## src/rtl/i2c_arbiter_pkg.sv

```systemverilog
`default_nettype none
// ==== i2c_arbiter_pkg : FSM state encoding, default timeout, ring-index helper (rev 1.0) ====

package i2c_arbiter_pkg;

  typedef enum logic [1:0] {
    ST_IDLE  = 2'd0,
    ST_ISSUE = 2'd1,
    ST_WAIT  = 2'd2,
    ST_DONE  = 2'd3
  } state_t;

  localparam logic [15:0] c_TIMEOUT_DEFAULT = 16'd50000;
  localparam int          c_ADDR_W          = 7;
  localparam int          c_DATA_W          = 8;

  // base + inc on a ring of n entries; callers keep base < n and inc <= n
  function automatic int wrap_add(input int base, input int inc, input int n);
    int s;
    s = base + inc;
    return (s >= n) ? (s - n) : s;
  endfunction

endpackage

`default_nettype wire

```

## src/rtl/i2c_arbiter_if.sv

```systemverilog
`default_nettype none
// ==== i2c_arbiter_if : transaction fields and handshake toward the I2C controller (rev 1.0) ====

interface i2c_arbiter_if;
  import i2c_arbiter_pkg::*;

  logic [c_ADDR_W-1:0] ctl_addr;
  logic [c_DATA_W-1:0] ctl_wdata;
  logic                ctl_rw;
  logic                ctl_enable;
  logic                ctl_ready;
  logic [c_DATA_W-1:0] ctl_rdata;

  modport master (
    output ctl_addr, ctl_wdata, ctl_rw, ctl_enable,
    input  ctl_ready, ctl_rdata
  );

  modport slave (
    input  ctl_addr, ctl_wdata, ctl_rw, ctl_enable,
    output ctl_ready, ctl_rdata
  );

endinterface

`default_nettype wire

```

## src/rtl/i2c_arbiter_rr_picker.sv

```systemverilog
`default_nettype none
// ==== rr_picker : round-robin winner search starting one past ptr (rev 1.0) ====

module rr_picker
  import i2c_arbiter_pkg::*;
#(
  parameter int NUM_REQ = 4,
  parameter int IDX_W   = $clog2(NUM_REQ)
) (
  input  logic [NUM_REQ-1:0] req,
  input  logic [IDX_W-1:0]   ptr,
  output logic [NUM_REQ-1:0] winner,
  output logic [IDX_W-1:0]   index,
  output logic               valid
);

  logic [IDX_W-1:0] w_cand;

  // k = NUM_REQ revisits ptr itself, so the last owner is only chosen when nobody else asks
  always_comb begin
    winner = '0;
    index  = '0;
    valid  = 1'b0;
    w_cand = '0;
    for (int k = 1; k <= NUM_REQ; k++) begin
      w_cand = IDX_W'(wrap_add(int'(ptr), k, NUM_REQ));
      if (!valid && req[w_cand]) begin
        valid          = 1'b1;
        index          = w_cand;
        winner[w_cand] = 1'b1;
      end
    end
  end

endmodule

`default_nettype wire

```

## src/rtl/i2c_arbiter.sv

```systemverilog
`default_nettype none
// ==== i2c_arbiter : round-robin arbitration of NUM_REQ requesters onto one I2C controller (rev 1.0) ====

module i2c_arbiter
  import i2c_arbiter_pkg::*;
#(
  parameter int          NUM_REQ = 4,
  parameter logic [15:0] TIMEOUT = c_TIMEOUT_DEFAULT
) (
  input  logic                        clk,
  input  logic                        rst_n,
  input  logic [NUM_REQ-1:0]          req,
  input  logic [c_ADDR_W*NUM_REQ-1:0] req_addr,
  input  logic [c_DATA_W*NUM_REQ-1:0] req_wdata,
  input  logic [NUM_REQ-1:0]          req_rw,
  output logic [NUM_REQ-1:0]          grant,
  output logic [NUM_REQ-1:0]          done,
  output logic [NUM_REQ-1:0]          err,
  output logic [c_DATA_W-1:0]         rdata,
  output logic                        busy,
  i2c_arbiter_if.master               ctl
);

  localparam int c_IDX_W = $clog2(NUM_REQ);

  state_t              r_state, w_state_nxt;
  logic [c_IDX_W-1:0]  r_ptr, w_ptr_nxt;
  logic [c_IDX_W-1:0]  r_owner, w_owner_nxt;
  logic [NUM_REQ-1:0]  r_grant, w_grant_nxt;
  logic [NUM_REQ-1:0]  r_done, w_done_nxt;
  logic [NUM_REQ-1:0]  r_err, w_err_nxt;
  logic [c_DATA_W-1:0] r_rdata, w_rdata_nxt;
  logic [c_ADDR_W-1:0] r_addr, w_addr_nxt;
  logic [c_DATA_W-1:0] r_wdata, w_wdata_nxt;
  logic                r_rw, w_rw_nxt;
  logic [15:0]         r_cnt, w_cnt_nxt;
  logic                w_timeout;
  logic                w_abort;

  logic [NUM_REQ-1:0]  w_pick_onehot;
  logic [c_IDX_W-1:0]  w_pick_idx;
  logic                w_pick_valid;

  logic [c_ADDR_W-1:0] w_addr_arr  [NUM_REQ];
  logic [c_DATA_W-1:0] w_wdata_arr [NUM_REQ];

  for (genvar gi = 0; gi < NUM_REQ; gi++) begin : g_unpack
    assign w_addr_arr[gi]  = req_addr[c_ADDR_W*gi +: c_ADDR_W];
    assign w_wdata_arr[gi] = req_wdata[c_DATA_W*gi +: c_DATA_W];
  end

  rr_picker #(
    .NUM_REQ (NUM_REQ),
    .IDX_W   (c_IDX_W)
  ) u_rr_picker (
    .req    (req),
    .ptr    (r_ptr),
    .winner (w_pick_onehot),
    .index  (w_pick_idx),
    .valid  (w_pick_valid)
  );

  assign w_timeout = (r_cnt == (TIMEOUT - 16'd1));

  always_ff @(posedge clk or negedge rst_n) begin
    if (!rst_n) begin
      r_state <= ST_IDLE;
      r_ptr   <= c_IDX_W'(NUM_REQ - 1);
      r_owner <= '0;
      r_grant <= '0;
      r_done  <= '0;
      r_err   <= '0;
      r_rdata <= '0;
      r_addr  <= '0;
      r_wdata <= '0;
      r_rw    <= 1'b0;
      r_cnt   <= '0;
    end else begin
      r_state <= w_state_nxt;
      r_ptr   <= w_ptr_nxt;
      r_owner <= w_owner_nxt;
      r_grant <= w_grant_nxt;
      r_done  <= w_done_nxt;
      r_err   <= w_err_nxt;
      r_rdata <= w_rdata_nxt;
      r_addr  <= w_addr_nxt;
      r_wdata <= w_wdata_nxt;
      r_rw    <= w_rw_nxt;
      r_cnt   <= w_cnt_nxt;
    end
  end

  always_comb begin
    w_state_nxt = r_state;
    w_ptr_nxt   = r_ptr;
    w_owner_nxt = r_owner;
    w_grant_nxt = r_grant;
    w_done_nxt  = '0;
    w_err_nxt   = '0;
    w_rdata_nxt = r_rdata;
    w_addr_nxt  = r_addr;
    w_wdata_nxt = r_wdata;
    w_rw_nxt    = r_rw;
    w_abort     = 1'b0;

    unique case (r_state)
      ST_IDLE: begin
        if (w_pick_valid && ctl.ctl_ready) begin
          w_state_nxt = ST_ISSUE;
          w_owner_nxt = w_pick_idx;
          w_grant_nxt = w_pick_onehot;
          w_addr_nxt  = w_addr_arr[w_pick_idx];
          w_wdata_nxt = w_wdata_arr[w_pick_idx];
          w_rw_nxt    = req_rw[w_pick_idx];
        end
      end
      ST_ISSUE: begin
        // ready going low is the controller's acknowledgement of the start request
        if (!ctl.ctl_ready) begin
          w_state_nxt = ST_WAIT;
        end else if (w_timeout) begin
          w_abort = 1'b1;
        end
      end
      ST_WAIT: begin
        if (ctl.ctl_ready) begin
          w_state_nxt = ST_DONE;
          w_done_nxt  = r_grant;
          if (r_rw) begin
            w_rdata_nxt = ctl.ctl_rdata;
          end
        end else if (w_timeout) begin
          w_abort = 1'b1;
        end
      end
      ST_DONE: begin
        w_state_nxt = ST_IDLE;
        w_grant_nxt = '0;
        w_ptr_nxt   = r_owner;
      end
      default: begin
        w_state_nxt = ST_IDLE;
      end
    endcase

    if (w_abort) begin
      w_state_nxt = ST_IDLE;
      w_err_nxt   = r_grant;
      w_grant_nxt = '0;
      w_ptr_nxt   = r_owner;
    end

    w_cnt_nxt = ((w_state_nxt != r_state) || (r_state == ST_IDLE)) ? 16'd0 : (r_cnt + 16'd1);
  end

  assign grant          = r_grant;
  assign done           = r_done;
  assign err            = r_err;
  assign rdata          = r_rdata;
  assign busy           = (r_state != ST_IDLE);
  assign ctl.ctl_enable = (r_state == ST_ISSUE) || (r_state == ST_WAIT);
  assign ctl.ctl_addr   = r_addr;
  assign ctl.ctl_wdata  = r_wdata;
  assign ctl.ctl_rw     = r_rw;

endmodule

`default_nettype wire

```

## src/flat_wrapper.sv

```systemverilog
// flat-port wrapper written by rule: the top's interface ports become plain ports
module i2c_arbiter_flat import i2c_arbiter_pkg::*;
#(
  parameter int          NUM_REQ = 4,
  parameter logic [15:0] TIMEOUT = c_TIMEOUT_DEFAULT
)
  (clk, rst_n, req, req_addr, req_wdata, req_rw, grant, done, err, rdata, busy, ctl_ctl_addr, ctl_ctl_wdata, ctl_ctl_rw, ctl_ctl_enable, ctl_ctl_ready, ctl_ctl_rdata);
  i2c_arbiter_if ctl_i ();
  input  logic clk;
  input  logic rst_n;
  input  logic [NUM_REQ-1:0] req;
  input  logic [c_ADDR_W*NUM_REQ-1:0] req_addr;
  input  logic [c_DATA_W*NUM_REQ-1:0] req_wdata;
  input  logic [NUM_REQ-1:0] req_rw;
  output logic [NUM_REQ-1:0] grant;
  output logic [NUM_REQ-1:0] done;
  output logic [NUM_REQ-1:0] err;
  output logic [c_DATA_W-1:0] rdata;
  output logic busy;
  output wire logic [$bits(ctl_i.ctl_addr)-1:0] ctl_ctl_addr;
  output wire logic [$bits(ctl_i.ctl_wdata)-1:0] ctl_ctl_wdata;
  output wire logic [$bits(ctl_i.ctl_rw)-1:0] ctl_ctl_rw;
  output wire logic [$bits(ctl_i.ctl_enable)-1:0] ctl_ctl_enable;
  input wire logic [$bits(ctl_i.ctl_ready)-1:0] ctl_ctl_ready;
  input wire logic [$bits(ctl_i.ctl_rdata)-1:0] ctl_ctl_rdata;
  assign ctl_ctl_addr = ctl_i.ctl_addr;
  assign ctl_ctl_wdata = ctl_i.ctl_wdata;
  assign ctl_ctl_rw = ctl_i.ctl_rw;
  assign ctl_ctl_enable = ctl_i.ctl_enable;
  assign ctl_i.ctl_ready = ctl_ctl_ready;
  assign ctl_i.ctl_rdata = ctl_ctl_rdata;
  i2c_arbiter #(.NUM_REQ(NUM_REQ), .TIMEOUT(TIMEOUT)) u_core (.clk(clk), .rst_n(rst_n), .req(req), .req_addr(req_addr), .req_wdata(req_wdata), .req_rw(req_rw), .grant(grant), .done(done), .err(err), .rdata(rdata), .busy(busy), .ctl(ctl_i));
endmodule
```

## config.mk

```make
export PLATFORM = sky130hd
export DESIGN_NAME = i2c_arbiter_flat
export DESIGN_NICKNAME = d
export VERILOG_FILES = /design/src/rtl/i2c_arbiter_pkg.sv /design/src/rtl/i2c_arbiter_if.sv /design/src/rtl/i2c_arbiter_rr_picker.sv /design/src/rtl/i2c_arbiter.sv /design/src/flat_wrapper.sv
export SDC_FILE = /design/constraint.sdc
export NUM_CORES = 1
export LEC_CHECK = 0
export BUFFER_PORTS_ARGS = -buffer_cell sky130_fd_sc_hd__buf_2
export CAP_MARGIN = 10
export CORE_MARGIN = 10
export CORE_UTILIZATION = 30
export CTS_CLUSTER_DIAMETER = 120
export DETAILED_ROUTE_END_ITERATION = 10
export SYNTH_ARGS = -nofsm -noshare
export SYNTH_HDL_FRONTEND = slang
export SYNTH_SLANG_ARGS = --single-unit
```

## constraint.sdc

```tcl
create_clock -name clk -period 3.6 [get_ports clk]
set_input_delay 0.18 -clock clk [delete_from_list [all_inputs] [get_ports clk]]
set_output_delay 0.18 -clock clk [all_outputs]
set_load 0.05 [all_outputs]
```

### Yosys cells after proc, flatten, opt, wreduce, memory -nomap -nowiden

Index checks and enable logic that the tools add are counted.

| word-level totals | value |
|---|---|
| memory bits (writable) | 0 |
| bits in registers | 58 |
| latch bits | 0 |
| ROM bits | 0 |
| output and inout port bits | 38 |
| memories | 0 |

| cells by class | value |
|---|---|
| mux-type cells | 58 |
| reductions and logical operators | 20 |
| div/mod/pow operators | 0 |
| shift operators | 0 |
| $add $sub $neg | 9 |
| eq/ne operators | 6 |
| bitwise gates (word level) | 4 |
| $lt $le $gt $ge | 14 |
| multipliers | 0 |

Operator list:

| kind | number |
|---|---|
| 2-to-1 mux 4 bit | 9 |
| 2-to-1 mux 2 bit | 14 |
| adder 16 x 1 -> 16 bit, second input constant | 1 |
| binary-select mux 8 bit (select 2 bit) | 1 |
| equality test 16 bit, second input constant | 1 |
| 2-to-1 mux 1 bit | 16 |
| 2-to-1 mux 16 bit | 1 |
| 2-to-1 mux 8 bit | 2 |
| less-than comparator 2 x 3 -> 1 bit, second input constant | 5 |
| binary-select mux 7 bit (select 2 bit) | 1 |
| 2-to-1 mux 7 bit | 2 |
| greater-or-equal comparator 3 bit, second input constant | 4 |
| bitwise OR 4 bit | 3 |
| binary-select mux 1 bit (select 2 bit) | 5 |
| demux 1 bit (select 2 bit) | 4 |
| greater-or-equal comparator 2 x 1 -> 1 bit, second input constant | 4 |
| logical AND 1 bit | 8 |
| case mux 2 bit (4 select lines) | 1 |
| case mux 4 bit (2 select lines) | 1 |
| subtractor 2 x 1 -> 2 bit, second input constant | 4 |
| adder 2 x 2 -> 3 bit, second input constant | 2 |
| adder 2 x 3 -> 4 bit, second input constant | 1 |
| equality test 2 bit, second input constant | 2 |
| greater-or-equal comparator 4 x 3 -> 1 bit, second input constant | 1 |
| other kinds (13) | 18 |

### Logic depth before layout (Yosys ltp)

Gate-level depths: netlist of the first run.

| logic depth | value |
|---|---|
| depth after elaboration | 22 |
| gate-level depth with buffers | 9 |
| depth with buffers taken out | 8 |

### Hierarchy

Synthesis of the first run repeated with hierarchy kept, for this count alone.

| second synthesis, totals | value |
|---|---|
| cell total of the unflattened synthesis | 293 |
| area, all modules | 3408.3 µm² |

Modules (own cells, without submodules):

| module | instances | area an instance (µm²) | cells an instance |
|---|---|---|---|
| i2c_arbiter | 1 | 2882.8 | 225 |
| rr_picker | 1 | 525.5 | 68 |

### Least setup slack after synthesis of the first run

OpenSTA, ideal clock, no wires.

| timing path | value |
|---|---|
| path kind | register to register |
| from | register u_core.r_state[0] |
| to | register u_core.r_cnt[10] |
| cell stages (with the launch flop) | 10 |
| data required time | 3481 ps |
| buffers on the path | 1 |
| arrival time | 2412 ps |
| path slack | 1069 ps |
| clock period less this slack | 2531 ps |
| library setup time | 119 ps |
| path through | dfrtp_1 > inv_1 > ha_1 > nor3b_1 > nand4_1 > nor2_1 > a211oi_1 > o2111ai_2 > buf_4 > nor2_1 |

| on the way | value |
|---|---|
| cells in the longest elaborated chain, start to end | 6 |

RTL lines:

| what | line | RTL |
|---|---|---|
| start, declared | i2c_arbiter.sv:26 | `state_t r_state, w_state_nxt;` |
| start signal, assigned | i2c_arbiter.sv:79 | `r_state <= w_state_nxt;` |
| equality test 2 bit, or another cell as far along | i2c_arbiter.sv:106 | `unique case (r_state)` |
| case mux 2 bit (4 select lines) or case mux 1 bit (2 select lines) (tied branches) | i2c_arbiter.sv:106 |  |
| 2-to-1 mux 2 bit | i2c_arbiter.sv:146 | `if (w_abort) begin` |
| != test 2 bit | i2c_arbiter.sv:153 | `w_cnt_nxt = ((w_state_nxt != r_state) \|\| (r_state == ST_IDLE)) ? 16'd0 : (r_cnt + 16'd1);` |
| logical OR 1 bit * | i2c_arbiter.sv:153 |  |
| 2-to-1 mux 16 bit * | i2c_arbiter.sv:153 |  |
| net u_core.w_cnt_nxt[10] | i2c_arbiter.sv:36 | `logic [15:0] r_cnt, w_cnt_nxt;` |
| end signal, assigned | i2c_arbiter.sv:89 | `r_cnt <= w_cnt_nxt;` |
| end, declared | i2c_arbiter.sv:36 |  |

The timed path passes the listed nets; every way through them passes the cells marked *.
A chain may end at the register's enable or synchronous reset.

### Worst setup path after layout of the first run

| timing path | value |
|---|---|
| from | register u_core.r_ptr[0] |
| to | register u_core.r_wdata[0] (netlist: u_core.ctl.ctl_wdata[0]) |

| on the way | value |
|---|---|
| cells in the longest elaborated chain, start to end | 19 |

RTL lines:

| what | line | RTL |
|---|---|---|
| start, declared | i2c_arbiter.sv:27 | `logic [c_IDX_W-1:0] r_ptr, w_ptr_nxt;` |
| start signal, assigned | i2c_arbiter.sv:68 | `r_ptr <= c_IDX_W'(NUM_REQ - 1);` |
| start signal, assigned | i2c_arbiter.sv:80 | `r_ptr <= w_ptr_nxt;` |
| adder 2 x 1 -> 3 bit | i2c_arbiter_pkg.sv:20 | `s = base + inc;` |
| greater-or-equal comparator 3 bit or subtractor 2 x 1 -> 2 bit (tied branches) | i2c_arbiter_pkg.sv:21 | `return (s >= n) ? (s - n) : s;` |
| 2-to-1 mux 2 bit | i2c_arbiter_pkg.sv:21 |  |
| binary-select mux 1 bit (select 2 bit) | i2c_arbiter_rr_picker.sv:27 | `if (!valid && req[w_cand]) begin` |
| 2-to-1 mux 1 bit (implied by the code) | i2c_arbiter_rr_picker.sv:27 |  |
| 2-to-1 mux 1 bit | i2c_arbiter_rr_picker.sv:27 |  |
| zero test 1 bit | i2c_arbiter_rr_picker.sv:27 |  |
| logical AND 1 bit | i2c_arbiter_rr_picker.sv:27 |  |
| (+2 left out) | n/a |  |
| logical AND 1 bit | i2c_arbiter_rr_picker.sv:27 |  |
| 2-to-1 mux 1 bit | i2c_arbiter_rr_picker.sv:27 |  |
| zero test 1 bit | i2c_arbiter_rr_picker.sv:27 |  |
| logical AND 1 bit | i2c_arbiter_rr_picker.sv:27 |  |
| 2-to-1 mux 2 bit | i2c_arbiter_rr_picker.sv:27 |  |
| inverter 2 -> 3 bit (implied by the code) | i2c_arbiter.sv:113 | `w_wdata_nxt = w_wdata_arr[w_pick_idx];` |
| binary-select mux 8 bit (select 2 bit) | i2c_arbiter.sv:113 |  |
| 2-to-1 mux 8 bit (implied by the code) (2 in series) | i2c_arbiter.sv:113 |  |
| end signal, assigned | i2c_arbiter.sv:87 | `r_wdata <= w_wdata_nxt;` |
| end, declared | i2c_arbiter.sv:34 | `logic [c_DATA_W-1:0] r_wdata, w_wdata_nxt;` |

Several ways; a longest one is shown, not always the timed one. The select of a mux whose other input is x is not followed.

==> impl_metrics.env, run 1 <==
export IMPL_multi_input_area_sq_um=1780
export IMPL_yosys_warnings=0
export IMPL_ys_types=55
export IMPL_syn_nets=402
export IMPL_finalCritPeriodShare_pct=83.1
export IMPL_grt_max_degree=38
export IMPL_dr_pass1_iters=5
export IMPL_drive_above_1_share_pct=36.8
export IMPL_clk_path_buf_depth=2
export IMPL_setup_tns_ps=0
export IMPL_gr_total_overflow=0
export IMPL_path_delay_family="flip-flops"
export IMPL_drt_initial_drc_count=196
export IMPL_max_slew_margin_pct=42.3
export IMPL_worst_pin_slew_ps=865
export IMPL_die_w_um=126
export IMPL_slew_viol_final=0
export IMPL_wl_um=9330
export IMPL_violations="negative hold slack"
export IMPL_syn_area_sq_um=3400
export IMPL_fillers=1070
export IMPL_dieArea_sq_um=16000
export IMPL_final_nets=518
export IMPL_ys_ff_latch=58
export IMPL_start_kind="register"
export IMPL_hold_viol_final=34
export IMPL_clock_fmax_mhz=334
export IMPL_holdCritPathClass="in2async"
export IMPL_period_needed_ps=2990
export IMPL_htreeDepth=3
export IMPL_post_cts_buffers=0
export IMPL_port_buffers=116
export IMPL_rsz0062_at_grt="false"
export IMPL_pre_cts_ws_ps=610
export IMPL_ir_drop_uv=540
export IMPL_end_kind="register"
export IMPL_clock_tree_root_cell="clkbuf_16"
export IMPL_routabilityCongestion=0.842
export IMPL_path_cells="inv_1 -> ha_1 -> mux2i_2 -> o21ai_2 -> a2bb2oi_4 -> buf_4 -> mux2i_1 -> o221ai_1"
export IMPL_worst_path_max_delay_cell="dfstp_2"
export IMPL_ant_nets=0
export IMPL_ff_latch_area_sq_um=1450
export IMPL_via_per_inst=4.89
export IMPL_hold_ws_ps=-23.8
export IMPL_clk_pin_slew_ps=60
export IMPL_yosysTopAreaCell="dfrtp_1"
export IMPL_netlist_area_leader_share_pct=41.2
export IMPL_synth_common_cells="dfrtp_1, mux2i_1, nand2_1"
export IMPL_grt_pass1_wl_um=15200
export IMPL_synthTopCellsByArea="dfrtp_1, mux2i_1, ha_1, o221ai_1, mux2_2"
export IMPL_yosysSeqAreaShare_pct=42.8
export IMPL_required_ps=3770
export IMPL_yosysMostFrequentCell="dfrtp_1"
export IMPL_cp_max_fo=33
export IMPL_setup_ws_ps=609
export IMPL_avgSynthCellArea_sq_um=11.0
export IMPL_setup_viol=0
export IMPL_crit_type="reg2reg"
export IMPL_vias=2782
export IMPL_power_leakage_uw=0.00221
export IMPL_clock_latency_ps=320
export IMPL_start_util_pct=31.0
export IMPL_dp_hpwl_um=7000
export IMPL_drv_cap=0
export IMPL_antenna_found_initial=0
export IMPL_finalPower_uw=4010
export IMPL_area_delta_synth_final_pct=27.9
export IMPL_status="finished, violations left"
export IMPL_drc=0
export IMPL_grt_pass1_vias=3043
export IMPL_cts_resized=0
export IMPL_placedCellCount=553
export IMPL_wire_per_inst_um=16.4
export IMPL_synth_edf_count=0
export IMPL_async_reset_ff_share_pct=100
export IMPL_die_h_um=126
export IMPL_critical_path_buf_inv_count=2
export IMPL_final_cells=569
export IMPL_rrSetupSlack_ps=610
export IMPL_rows=38
export IMPL_ys_flop_type="dfrtp_1"
export IMPL_core_sq_um=11000
export IMPL_cts_made_buffers=9
export IMPL_skew_ps=5.48
export IMPL_cpPeakStageDelay_ps=740
export IMPL_power_density_nw_per_um2=923
export IMPL_antennaDiodeCount=0
export IMPL_cts_sinks=58
export IMPL_cp_arrival_ps=3160
export IMPL_ios=117
export IMPL_hold_buffers=0
export IMPL_grt_total_usage_pct=11.3
export IMPL_cts_tree="built"
export IMPL_syn_inst=308
per-stage QoR:
stage                     hold WS [ps]  cell area (sq um)  utilization, %
after floorplan                   -116               3400               -
after global placement             364               4040            36.8
after detailed placement           360               4040            36.8
after CTS                         19.0               4350            39.6
after global routing              54.2               4350            39.6
final                            -23.8               4350            39.6
kinds of logic (layout without fill, tap and decap cells):
logic type,count (synthesis),after routing,share of synthesized area [%]
buffers and inverters,23,144,4.82
flip-flops,58,58,42.8
AND/OR/NAND/NOR,95,95,13.3
AO/OA/AOI/OAI,51,51,13.7
adder cells (fa/ha/maj),15,15,5.52
multiplexers,52,52,16.4
XOR/XNOR,14,14,3.61
where the power goes:
group / internal (uW) / switching (uW)
sequential: 855 / 160
clock: 540 / 321
combinational: 735 / 1400
worst paths after layout:
kind / start / endpoint / cells after the start
worst max register to register: u_core.r_ptr[0]$_DFFE_PN1P_ / u_core.ctl.ctl_wdata[0]$_DFFE_PN0P_ / 8
worst min-delay path: rst_n / u_core.r_cnt[12]$_DFF_PN0_ / 1
max in group asynchronous: rst_n / u_core.grant[3]$_DFFE_PN0P_ / 2
worst min register to register: u_core.r_cnt[0]$_DFF_PN0_ / u_core.r_cnt[0]$_DFF_PN0_ / 1
min in group clk: ctl_ctl_rdata[6] / u_core.rdata[6]$_DFFE_PN0P_ / 2
worst max-delay path: u_core.r_ptr[0]$_DFFE_PN1P_ / u_core.ctl.ctl_wdata[0]$_DFFE_PN0P_ / 8
placed cells by master (no fill, tap or decap), types with 3 or more instances in the layout:
| master | n |
|---|---|
| clkinvlp_4 | 4 |
| nand2_1 | 32 |
| xnor2_1 | 8 |
| xor2_1 | 6 |
| inv_1 | 10 |
| nor2_1 | 28 |
| and3_1 | 7 |
| nand3_1 | 6 |
| a211oi_1 | 3 |
| o221ai_1 | 16 |
| and2_1 | 4 |
| a222oi_1 | 4 |
| mux2i_1 | 37 |
| ha_1 | 15 |
| a21oi_1 | 8 |
| mux2_2 | 12 |
| a21o_1 | 5 |
| dfrtp_1 | 56 |
| buf_2 | 116 |
| nand4_1 | 4 |
| clkbuf_16 | 9 |
area by class of cell:
cell class / count / share of cell area, %
clock buffer: 9 / 5.18
clock inverter: 7 / 1.78
inverter: 10 / 0.864
multi-input combinational: 227 / 41.0
sequential: 58 / 33.4
tap: 140 / 4.03
timing repair buffer: 118 / 13.7
sequential cells by signal, summed over array words and instances, names as in the netlist:
| name | flops |
|---|---|
| u_core.r_state | 2 |
| u_core.grant | 4 |
| u_core.ctl.ctl_addr | 7 |
| u_core.done | 4 |
| u_core.rdata | 8 |
| u_core.r_ptr | 2 |
| u_core.ctl.ctl_rw | 1 |
| u_core.r_owner | 2 |
| u_core.err | 4 |
| u_core.ctl.ctl_wdata | 8 |
| u_core.r_cnt | 16 |
per-layer routing:
metal,track usage [%],up-vias,part of all wire (%)
met3,3.21,10,4.8
met1,13.2,1345,43
met2,19.5,65,52
met5,0,-,0
li1,-,1362,-
met4,3.75,0,1.1
(Power assumes the default switching activity.)
==> run 2, diff against run 1 <==
==> constraint.sdc (replaced) <==
create_clock -name clk -period 3 [get_ports clk]
set_input_delay 0.15 -clock clk [delete_from_list [all_inputs] [get_ports clk]]
set_output_delay 0.15 -clock clk [all_outputs]
set_load 0.05 [all_outputs]
==> impl_metrics.env, run 2 (synthesis gave the netlist of run 1 again) <==
export IMPL_start_kind="register"
export IMPL_finalCritPeriodShare_pct=92.0
export IMPL_grt_pass1_wl_um=15500
export IMPL_clock_fmax_mhz=362
export IMPL_pwr_share_comb_pct=52.0
export IMPL_ant_nets=0
export IMPL_dp_hpwl_um=7010
export IMPL_core_sq_um=11000
export IMPL_cp_max_fo=33
export IMPL_top_register="u_core.r_cnt"
export IMPL_fillers=1066
export IMPL_drt_initial_drc_count=189
export IMPL_place_area_sq_um=4090
export IMPL_power_leakage_uw=0.00227
export IMPL_final_nets=522
export IMPL_hold_viol_final=3
export IMPL_cts_tree="built"
export IMPL_period_needed_ps=2760
export IMPL_dr_pass1_iters=5
export IMPL_gr_total_overflow=0
export IMPL_p_int_uw=2810
export IMPL_vias=2841
export IMPL_rsz0062_at_grt="false"
export IMPL_wire_per_inst_um=16.3
export IMPL_clock_latency_ps=320
export IMPL_critical_path_buf_inv_count=2
export IMPL_die_h_um=126
export IMPL_crit_type="reg2reg"
export IMPL_cpPeakStageDelay_ps=740
export IMPL_hold_buffers=0
export IMPL_routabilityCongestion=0.833
export IMPL_antenna_found_initial=0
export IMPL_p_seq_share_pct=24.1
export IMPL_setup_ws_ps=239
export IMPL_holdCritPathClass="in2async"
export IMPL_rows=38
export IMPL_hold_ws_ps=-2.33
export IMPL_worst_pin_slew_ps=763
export IMPL_slew_viol_final=0
export IMPL_violations="negative hold slack"
export IMPL_worst_path_max_delay_cell="dfstp_2"
export IMPL_final_cells=573
export IMPL_drv_cap=0
export IMPL_cp_arrival_ps=2940
export IMPL_start_util_pct=31.0
export IMPL_clk_path_buf_depth=2
export IMPL_end_kind="register"
export IMPL_status="finished, violations left"
export IMPL_placedCellCount=557
export IMPL_port_buffers=116
export IMPL_power_density_nw_per_um2=1130
export IMPL_grt_pass1_vias=3094
export IMPL_area_delta_synth_final_pct=30.6
export IMPL_swShare_pct=44.1
export IMPL_ir_drop_uv=526
export IMPL_ios=117
export IMPL_wl_um=9320
export IMPL_grt_total_usage_pct=11.5
export IMPL_via_per_inst=4.96
export IMPL_mostFrequentLayoutCell="buf_2"
export IMPL_path_delay_family="flip-flops"
export IMPL_clock_tree_root_cell="clkbuf_16"
export IMPL_worst_r2r_endpoint="u_core.ctl.ctl_addr[1]$_DFFE_PN0P_"
export IMPL_finish_instance_area_sq_um=4440
export IMPL_cts_made_buffers=9
export IMPL_setup_viol=0
export IMPL_clk_pin_slew_ps=60
export IMPL_mostFrequentLayoutCells="buf_2, dfrtp_1, mux2i_1, nand2_1, nor2_1"
export IMPL_largest_register_ffs=16
export IMPL_setup_tns_ps=0
export IMPL_required_ps=3180
export IMPL_r2r_cells=8
export IMPL_drc=0
export IMPL_grt_max_degree=59
export IMPL_post_cts_buffers=0
export IMPL_die_w_um=126
export IMPL_max_slew_margin_pct=49.1
export IMPL_cts_sinks=58
export IMPL_path_cells="inv_1 -> ha_1 -> mux2i_2 -> o21ai_2 -> a2bb2oi_4 -> buf_12 -> mux2i_1 -> o221ai_1"
export IMPL_skew_ps=6.25
export IMPL_pwr_share_clk_pct=23.9
export IMPL_cts_resized=0
export IMPL_pre_cts_ws_ps=230
export IMPL_p_sw_uw=2220
export IMPL_dieArea_sq_um=16000
export IMPL_drive_above_1_share_pct=37.4
export IMPL_rrSetupSlack_ps=240
export IMPL_antennaDiodeCount=0
export IMPL_worstReg2RegStart="u_core.r_ptr[0]$_DFFE_PN1P_"
export IMPL_htreeDepth=3
run 2: changes by cell type in the layout (fill, tap and decap cells not counted), sizes merged:
| cell | change |
|---|---|
| buf | +4 |
| clkinv | +2 |
| clkinvlp | -4 |
| clkbuf | +2 |
| bufinv | +2 |
| inv | -2 |
run 2: routing by layer:
layer | track usage (%) | part of all wire [%] | vias to the layer above
li1 | - | - | 1365
met1 | 13.0 | 42 | 1399
met2 | 19.8 | 51 | 66
met3 | 4.16 | 5.4 | 11
met4 | 3.75 | 1.3 | 0
met5 | 0 | 0 | -
run 2: how the worst max path moves through the flow:
stage	startpoint	end	slack [ps]	cells after the start
final	u_core.r_ptr[0]$_DFFE_PN1P_	u_core.ctl.ctl_addr[1]$_DFFE_PN0P_	240	8
after CTS	u_core.r_ptr[0]$_DFFE_PN1P_	u_core.ctl.ctl_addr[1]$_DFFE_PN0P_	220	8
after global routing	u_core.r_ptr[0]$_DFFE_PN1P_	u_core.ctl.ctl_addr[4]$_DFFE_PN0P_	40	8
after detailed placement	u_core.r_ptr[0]$_DFFE_PN1P_	u_core.ctl.ctl_addr[1]$_DFFE_PN0P_	230	8
after floorplan	u_core.r_state[0]$_DFF_PN0_	u_core.r_cnt[10]$_DFF_PN0_	470	9
after global placement	u_core.r_ptr[0]$_DFFE_PN1P_	u_core.ctl.ctl_addr[1]$_DFFE_PN0P_	330	8
run 2: power groups by stage:
stage	clock [uW]	combinational, uW	sequential [uW]
floorplan	0	1570	1780
detailed placement	0	2650	1230
finish	1200	2620	1210
global route	1270	2830	1250
global placement	0	2600	1210
CTS	1240	2650	1220
run 2: cell type report:
class                           instances  area (sq um)  area share, %
Clock buffer                           11           253           5.69
Clock inverter                          5           100           2.25
Inverter                               10          37.5          0.846
Multi-Input combinational cell        227          1780           40.1
Sequential cell                        58          1450           32.8
Tap cell                              140           175           3.95
Timing Repair Buffer                  122           638           14.4
run 2: stage by stage:
step	utilization [%]	total power, uW
floorplan	-	3350
global placement	37.2	3810
detailed placement	37.2	3880
CTS	40.4	5110
global route	40.4	5360
finish	40.4	5040
